--- src/rtl/rnbip_regfile_pkg.sv ---
// Shared register-file encodings: enable codes, write-source selects,
// decoded op codes and the access sequencer state enum. Imported by the
// register file and by regfile_access_seq.
package rnbip_regfile_pkg;

  // Register-file enable codes
  localparam logic [1:0] ENAB_IDLE = 2'b00;
  localparam logic [1:0] ENAB_WR   = 2'b01;
  localparam logic [1:0] ENAB_RD   = 2'b11;

  // Write-source selects (MUX_NONE whenever no write is in progress)
  localparam logic [2:0] MUX_NONE  = 3'b000;
  localparam logic [2:0] MUX_REG   = 3'b001;
  localparam logic [2:0] MUX_OR    = 3'b010;
  localparam logic [2:0] MUX_ALU   = 3'b011;

  // Decoded register command op codes
  localparam logic [1:0] OP_MOV    = 2'b00;
  localparam logic [1:0] OP_MVI    = 2'b01;
  localparam logic [1:0] OP_ALU    = 2'b10;
  localparam logic [1:0] OP_RD     = 2'b11;

  typedef enum logic [2:0] {
    ST_IDLE,
    ST_READ,
    ST_EXEC,
    ST_WRITE,
    ST_DONE
  } seq_state_e;

  // Write source used by each op when it reaches its write cycle
  function automatic logic [2:0] mux_for_op(input logic [1:0] op);
    logic [2:0] sel;
    case (op)
      OP_MOV:  sel = MUX_REG;
      OP_MVI:  sel = MUX_OR;
      OP_ALU:  sel = MUX_ALU;
      default: sel = MUX_NONE;
    endcase
    return sel;
  endfunction

endpackage

--- src/rtl/regfile_access_seq.sv ---
// Register-file access sequencer. Takes one decoded command per valid/ready
// handshake and expands it into the READ / EXEC / WRITE / DONE cycles the
// register file expects; ALU ops also handshake with the ALU.
// All outputs come straight from flops: next-cycle output values are
// computed together with the next state and registered alongside it.
// Optional feature macro: REGSEQ_ALU_TIMEOUT_EN (bounds the ALU wait to
// ALU_TIMEOUT EXEC cycles and raises a sticky err on expiry).
module regfile_access_seq
  import rnbip_regfile_pkg::*;
#(
  parameter int ADDR_W      = 3,
  parameter int ALU_TIMEOUT = 16
) (
  input  logic              clk,
  input  logic              rst,
  input  logic              cmd_valid,
  output logic              cmd_ready,
  input  logic [1:0]        cmd_op,
  input  logic [ADDR_W-1:0] cmd_dst,
  input  logic [ADDR_W-1:0] cmd_src,
  output logic              alu_start,
  input  logic              alu_done,
  output logic [1:0]        enab,
  output logic [ADDR_W-1:0] seg,
  output logic [2:0]        mux_sel,
  output logic [ADDR_W-1:0] reg_sel,
  output logic              done,
  output logic              err
);

  seq_state_e        state_q, state_d;
  logic [1:0]        op_q, op_d;
  logic [ADDR_W-1:0] dst_q, dst_d;
  logic [1:0]        enab_q, enab_d;
  logic [ADDR_W-1:0] seg_q, seg_d;
  logic [2:0]        mux_sel_q, mux_sel_d;
  logic [ADDR_W-1:0] reg_sel_q, reg_sel_d;
  logic              alu_start_q, alu_start_d;
  logic              done_q, done_d;
  logic              cmd_ready_q, cmd_ready_d;

`ifdef REGSEQ_ALU_TIMEOUT_EN
  localparam int CNT_W = (ALU_TIMEOUT > 1) ? $clog2(ALU_TIMEOUT) : 1;
  localparam logic [CNT_W-1:0] CNT_LAST = CNT_W'(ALU_TIMEOUT - 1);

  logic [CNT_W-1:0] cnt_q, cnt_d;
  logic             err_q, err_d;
`endif

  // Next state plus the output values the next state presents
  always_comb begin
    state_d     = state_q;
    op_d        = op_q;
    dst_d       = dst_q;
    enab_d      = ENAB_IDLE;
    seg_d       = seg_q;
    mux_sel_d   = MUX_NONE;
    reg_sel_d   = reg_sel_q;
    alu_start_d = 1'b0;
    done_d      = 1'b0;
    cmd_ready_d = 1'b0;
`ifdef REGSEQ_ALU_TIMEOUT_EN
    cnt_d       = cnt_q;
    err_d       = err_q;
`endif

    case (state_q)
      ST_IDLE: begin
        cmd_ready_d = 1'b1;
        if (cmd_valid && cmd_ready_q) begin
          op_d        = cmd_op;
          dst_d       = cmd_dst;
          cmd_ready_d = 1'b0;
          if (cmd_op == OP_MOV || cmd_op == OP_MVI) begin
            // MOV/MVI need no read phase: go straight to the write cycle
            state_d   = ST_WRITE;
            enab_d    = ENAB_WR;
            seg_d     = cmd_dst;
            mux_sel_d = mux_for_op(cmd_op);
            if (cmd_op == OP_MOV) begin
              reg_sel_d = cmd_src;
            end
          end else begin
            state_d = ST_READ;
            enab_d  = ENAB_RD;
            seg_d   = cmd_src;
          end
        end
      end

      ST_READ: begin
        if (op_q == OP_ALU) begin
          state_d     = ST_EXEC;
          alu_start_d = 1'b1;
`ifdef REGSEQ_ALU_TIMEOUT_EN
          cnt_d       = '0;
`endif
        end else begin
          state_d = ST_DONE;
          done_d  = 1'b1;
        end
      end

      ST_EXEC: begin
        // alu_done is honoured even in the cycle alu_start is high
        if (alu_done) begin
          state_d   = ST_WRITE;
          enab_d    = ENAB_WR;
          seg_d     = dst_q;
          mux_sel_d = MUX_ALU;
        end
`ifdef REGSEQ_ALU_TIMEOUT_EN
        else if (cnt_q == CNT_LAST) begin
          // ALU never answered: abandon the write and finish with err set
          state_d = ST_DONE;
          done_d  = 1'b1;
          err_d   = 1'b1;
        end else begin
          cnt_d = cnt_q + CNT_W'(1);
        end
`endif
      end

      ST_WRITE: begin
        state_d = ST_DONE;
        done_d  = 1'b1;
      end

      ST_DONE: begin
        state_d     = ST_IDLE;
        cmd_ready_d = 1'b1;
      end

      default: begin
        state_d     = ST_IDLE;
        cmd_ready_d = 1'b1;
      end
    endcase
  end

  // State, latched command and registered outputs
  always_ff @(posedge clk or posedge rst) begin
    if (rst) begin
      state_q     <= ST_IDLE;
      op_q        <= OP_MOV;
      dst_q       <= '0;
      enab_q      <= ENAB_IDLE;
      seg_q       <= '0;
      mux_sel_q   <= MUX_NONE;
      reg_sel_q   <= '0;
      alu_start_q <= 1'b0;
      done_q      <= 1'b0;
      cmd_ready_q <= 1'b1;
    end else begin
      state_q     <= state_d;
      op_q        <= op_d;
      dst_q       <= dst_d;
      enab_q      <= enab_d;
      seg_q       <= seg_d;
      mux_sel_q   <= mux_sel_d;
      reg_sel_q   <= reg_sel_d;
      alu_start_q <= alu_start_d;
      done_q      <= done_d;
      cmd_ready_q <= cmd_ready_d;
    end
  end

`ifdef REGSEQ_ALU_TIMEOUT_EN
  // EXEC wait counter and sticky timeout flag
  always_ff @(posedge clk or posedge rst) begin
    if (rst) begin
      cnt_q <= '0;
      err_q <= 1'b0;
    end else begin
      cnt_q <= cnt_d;
      err_q <= err_d;
    end
  end

  assign err = err_q;
`else
  assign err = 1'b0;
`endif

  assign cmd_ready = cmd_ready_q;
  assign alu_start = alu_start_q;
  assign enab      = enab_q;
  assign seg       = seg_q;
  assign mux_sel   = mux_sel_q;
  assign reg_sel   = reg_sel_q;
  assign done      = done_q;

endmodule

--- config.mk ---
export PLATFORM = sky130hd
export DESIGN_NAME = regfile_access_seq
export DESIGN_NICKNAME = d
export VERILOG_FILES = /design/src/rtl/rnbip_regfile_pkg.sv /design/src/rtl/regfile_access_seq.sv
export SDC_FILE = /design/constraint.sdc
export NUM_CORES = 1
export LEC_CHECK = 0
export ABC_CLOCK_PERIOD_IN_PS = 1950
export CORE_ASPECT_RATIO = 0.75
export CORE_MARGIN = 4
export CORE_UTILIZATION = 45
export DETAILED_ROUTE_END_ITERATION = 10
export GPL_ROUTABILITY_DRIVEN = 0
export HOLD_SLACK_MARGIN = 0.06
export MAX_ROUTING_LAYER = met4
export PLACE_DENSITY_LB_ADDON = 0.05
export SLEW_MARGIN = 30
export SYNTH_ARGS = -nofsm -noshare
export SYNTH_HDL_FRONTEND = slang
export SYNTH_SLANG_ARGS = --single-unit
--- constraint.sdc ---
create_clock -name clk -period 1.95 [get_ports clk]
set_clock_uncertainty 0.05 [all_clocks]
set_input_delay 0.195 -clock clk [delete_from_list [all_inputs] [get_ports clk]]
set_output_delay 0.195 -clock clk [all_outputs]
set_load 0.02 [all_outputs]
==> results.toml, run 1 <==
[run_status]
status = "finished, final reports clean"

[sta]
fmax_ghz = 0.5820
post-route-period-util_pct = 88.11
slew_viol_final = 0
finalCriticalPeriod_ns = 1.718
rsz0062_at_grt = "false"
finalSetupViolations = 0
hold_viol_final = 0
fin_tns_setup_ns = 0

[grt]
antenna_found_initial = 0
grt_pass1_vias = 577
overflow = 0
grt_pass1_wl_mm = 2.780
grt_max_degree = 22
grt_usage_pct = 13.94

[logic_synthesis]
synthMuxAreaShare_pct = 22.47
synthSimpleGateAreaFrac_pct = 10.96
yosys_warnings = 0
synth_cells = 67
async_reset_ff_share_pct = 100.0
synth_top_flop_cell = "dfrtp_1"
synth-xor-area-share_pct = 0
synthAdderAreaFrac_pct = 0
ys_seq_area_share_pct = 58.39
synth_cell_types = 22
ys_ff_latch = 21
syn_avg_cell_area_um2 = 13.46
synth-compound-area-share_pct = 4.854
synth_top_family_by_area = "multiplexers"
syn-cell-area_um2 = 902.1
synth_edf_count = 0

[critical_path]
arrival_ns = 1.47
path_cells = "clkdlybuf4s50_1"
rr_startpoint = "state_q[0]"
crit_start = "cmd_ready"
worstPathMaxFanout = 4
crit_family = "buffers and inverters"
cp.required_ns = 1.70
cp-end-kind = "output port"
path_class = "reg2out"
cpMaxStageDelayCell = "clkdlybuf4s50_1"
crit_buf_inv = 1
max_stage_delay_ns = 0.61
start_kind = "flop"
rrSetupSlack_ns = 0.31
reg2reg_depth = 3
timing.rr.end = "seg[2]"

[clocking]
clk_latency_ns = 0.30
cts_sinks = 21
cts_tree = "built"
cts_resized = 0
clk_pin_slew_ns = 0.11
cts_made_buffers = 3
htreeDepth = 1
clockBufferDepth = 2
postCtsSetupBuffers = 0
cts_hold_buffers = 0
cts-root-buf = "clkbuf_4"

[floorplanning]
dieArea_mm2 = 0.002792
initial_core_util_pct = 49.52
core.rowCount = 13
fp.dieH_um = 46.78
die_w_um = 59.70
core_mm2 = 0.001822
ios = 27

[route]
routed_via_density = 5.051
postRouteAntennaNets = 0
drt_iter0_markers = 14
routedWlPerCell_um = 13.85
drc = 0
firstDrtPassIters = 4
wirelength_mm = 1.634
num_vias = 596

[power]
p_per_area_mw_per_mm2 = 1521
irDropWorstVdd_uv = 910.1
leakagePower_uw = 0.0005418

[final_layout]
layout_commonest_cell = "clkdlybuf4s50_1"
layout_common_cells = "clkdlybuf4s50_1 (24), dfrtp_1 (20), mux2_2 (11)"
diodes = 0
final_area_mm2 = 0.001200
drive_gt1_share_pct = 25.00
syn2layout_area_growth_pct = 33.01
final_util_pct = 65.87
layout.nets = 109

[placed_design]
io_buffers = 24
hpwl_mm = 1.267
post_dp_cell_area_mm2 = 0.001174

[min_path]
hp-class = "in2async"

[run]
cap_violations = 0
tightest hold or removal path, stage by stage:
cell	delay [ns]
clkdlybuf4s50_1	0.40
inv_1	0.05
buf_4	0.26
power by group:
group	internal, µW	leakage, µW	switching [µW]
Combinational	492	0.000265	383
Sequential	636	0.000262	111
Clock	79.7	0.0000150	122
Total	1210	0.000542	617
cell usage after synthesis (2+ instances only):
cell / number / share of area, %
mux2_1: 3 / 3.7
inv_1: 3 / 1.2
mux2_4: 3 / 5.0
nand3_1: 2 / 1.1
mux2_2: 11 / 14
nor2_1: 5 / 2.1
and3b_2: 2 / 2.2
o21a_1: 2 / 1.7
buf_4: 2 / 1.7
dfrtp_1: 20 / 55
nand2_1: 3 / 1.2
routing by layer:
metal | part of all wire (%) | track usage [%]
met3 | 8.1 | 5.220
met2 | 41 | 18.53
met5 | 0 | -
met1 | 51 | 20.73
met4 | 0 | 1.327
sequential cells by signal, indices dropped and copies added (netlist names):
name and cells:
cmd_ready 1, reg_sel 3, enab 2, seg 3
done 1, dst_q 3, state_q 3, op_q 2
alu_start 1, mux_sel 2
kinds of logic (layout without fill, tap and decap cells):
group           Yosys count  after routing
compound gates            6              6
buf+inv                   5             33
flops                    21             21
mux                      17             17
other cells               1              2
simple gates             17             17
worst max-delay path by stage:
stage | to | slack [ns] | cells after the start
floorplan | seg[0] | 0.39 | 3
global placement | seg[2] | 0.09 | 4
detailed placement | seg[1] | 0.05 | 4
CTS | cmd_ready | 0.22 | 1
global route | cmd_ready | 0.20 | 1
finish | cmd_ready | 0.23 | 1
layout make-up:
class | count | area (µm²)
clock buffers | 4 | 26.28
flip-flops and latches | 21 | 526.8
well taps | 22 | 27.53
multi-input cells | 42 | 352.8
repair buffers | 26 | 255.2
inverters | 3 | 11.26
fillers | 144 | 621.8
through the flow:
step | setup WS, ns | power (µW) | instances | hold slack, ns
detailed placement | 0.05489 | 1633 | 114 | 0.4430
global placement | 0.09106 | 1623 | 114 | 0.4292
CTS | 0.2183 | 1842 | 118 | 0.1762
global route | 0.1989 | 1946 | 118 | 0.1801
finish | 0.2319 | 1825 | 118 | 0.1738
floorplan | 0.3854 | 1285 | 68 | 0.1208
No activity file was read; power rests on OpenSTA's default activity.
==> inputs of run 2 (changes only) <==
--- a/config.mk
+++ b/config.mk
@@ -5,7 +5,7 @@
 export SDC_FILE = /design/constraint.sdc
 export NUM_CORES = 1
 export LEC_CHECK = 0
-export ABC_CLOCK_PERIOD_IN_PS = 1950
+export ABC_CLOCK_PERIOD_IN_PS = 1760
 export CORE_ASPECT_RATIO = 0.75
 export CORE_MARGIN = 4
 export CORE_UTILIZATION = 45
==> constraint.sdc (replaced) <==
create_clock -name clk -period 1.76 [get_ports clk]
set_clock_uncertainty 0.05 [all_clocks]
set_input_delay 0.176 -clock clk [delete_from_list [all_inputs] [get_ports clk]]
set_output_delay 0.176 -clock clk [all_outputs]
set_load 0.02 [all_outputs]
==> run 2 against run 1 <==
  * Sequential cell count did not move
  * Setup slack lost 0.17 ns
  * Clock power grew 11%
  * Final area up 2.0%
  * Largest power group unchanged
  * Highest routed layer is now met4
==> results.toml, run 2 (synthesis results as in run 1) <==
[clocking]
cts_resized = 0
cts_tree = "built"
clk_latency_ns = 0.30
htreeDepth = 1
cts-root-buf = "clkbuf_4"
postCtsSetupBuffers = 0
clk_pin_slew_ns = 0.11
cts_hold_buffers = 0
cts_sinks = 21
clockBufferDepth = 2
cts_made_buffers = 3

[final_layout]
layout.nets = 112
diodes = 0
final_area_mm2 = 0.001224
fillers = 139
layout_commonest_cell = "clkdlybuf4s50_1"
syn2layout_area_growth_pct = 35.64
layout_common_cells = "clkdlybuf4s50_1 (24), dfrtp_1 (20), mux2_2 (11)"
drive_gt1_share_pct = 28.28
multi_input_area_um2 = 352.8
seq_area_um2 = 526.8
fin_cells = 121

[sta]
finalSetupViolations = 0
whs_ns = 0.1450
finalCriticalPeriod_ns = 1.694
post-route-period-util_pct = 96.27
fin_tns_setup_ns = 0
layout_setup_ws_ns = 0.06560
rsz0062_at_grt = "false"
fmax_ghz = 0.5902
hold_viol_final = 0
slew_viol_final = 0

[min_path]
hp-class = "in2async"

[critical_path]
cp.depth = 1
worstPathMaxFanout = 4
cpMaxStageDelayCell = "clkdlybuf4s50_1"
start_kind = "flop"
path_cells = "clkdlybuf4s50_1"
arrival_ns = 1.47
path_class = "reg2out"
crit_buf_inv = 1
crit_family = "buffers and inverters"
cp.required_ns = 1.53
cp-end-kind = "output port"
reg2reg_depth = 3
max_stage_delay_ns = 0.60

[floorplanning]
fp.dieH_um = 46.78
core.rowCount = 13
die_w_um = 59.70
initial_core_util_pct = 49.52
dieArea_mm2 = 0.002792
core_mm2 = 0.001822
ios = 27

[power]
p_per_area_mw_per_mm2 = 1672
irDropWorstVdd_uv = 1147
leakagePower_uw = 0.0005593

[route]
postRouteAntennaNets = 0
routedWlPerCell_um = 14.57
firstDrtPassIters = 4
routed_via_density = 5.190
drc = 0
drt_iter0_markers = 8
wirelength_mm = 1.763
num_vias = 628

[grt]
antenna_found_initial = 0
grt_pass1_wl_mm = 2.939
grt_pass1_vias = 607
grt_usage_pct = 15.43
overflow = 0
grt_max_degree = 22

[placed_design]
place_ws_ns = -0.06873
post_dp_cell_area_mm2 = 0.001196
place_inst = 117
hpwl_mm = 1.393
io_buffers = 24

[run_status]
status = "finished, final reports clean"

[run]
cap_violations = 0
-- run 2: per-stage QoR --
step	utilization, %	total power [µW]
final	67.17	2046
after global routing	67.17	2177
after CTS	67.17	2070
after detailed placement	65.66	1840
after global placement	65.66	1807
after floorplan	-	1424
-- run 2: worst paths after layout --
kind,slack [ns],to,startpoint
setup / recovery,0.07,cmd_ready,cmd_ready
hold / removal,0.14,mux_sel[1],rst
setup reg to reg,0.14,seg[1],state_q[1]
hold reg to reg,0.47,op_q[0],op_q[0]
max in group asynchronous,1.24,cmd_ready,rst
min in group clk,0.41,mux_sel[0],alu_done
-- run 2: area by class of cell --
cell class	count	area share [%]
clock buffers	3	1.840
clock inverters	1	0.4090
inverters	3	0.9202
multi-input cells	42	28.83
flip-flops and latches	21	43.05
well taps	22	2.249
repair buffers	29	22.70
-- run 2: layer usage --
metal	vias up	routed length, µm	global-route usage [%]
met4	0	12	2.655
met2	21	789	22.84
met1	311	830	20.24
met3	2	130	6.319
li1	294	-	-
met5	-	0	-
-- run 2: report_power, final --
group | total, µW | switching, µW | internal (µW)
Combinational | 1010 | 448 | 558
Clock | 225 | 140 | 84.8
Sequential | 815 | 110 | 705
==> inputs of run 3 (changes only) <==
--- a/config.mk
+++ b/config.mk
@@ -11,10 +11,9 @@
 export CORE_UTILIZATION = 45
 export DETAILED_ROUTE_END_ITERATION = 10
 export GPL_ROUTABILITY_DRIVEN = 0
-export HOLD_SLACK_MARGIN = 0.06
+export HOLD_SLACK_MARGIN = 0.02
 export MAX_ROUTING_LAYER = met4
 export PLACE_DENSITY_LB_ADDON = 0.05
-export SLEW_MARGIN = 30
 export SYNTH_ARGS = -nofsm -noshare
 export SYNTH_HDL_FRONTEND = slang
 export SYNTH_SLANG_ARGS = --single-unit
==> results of run 3 <==
No change in the layout: final DEF, timing and power equal those of run 2.
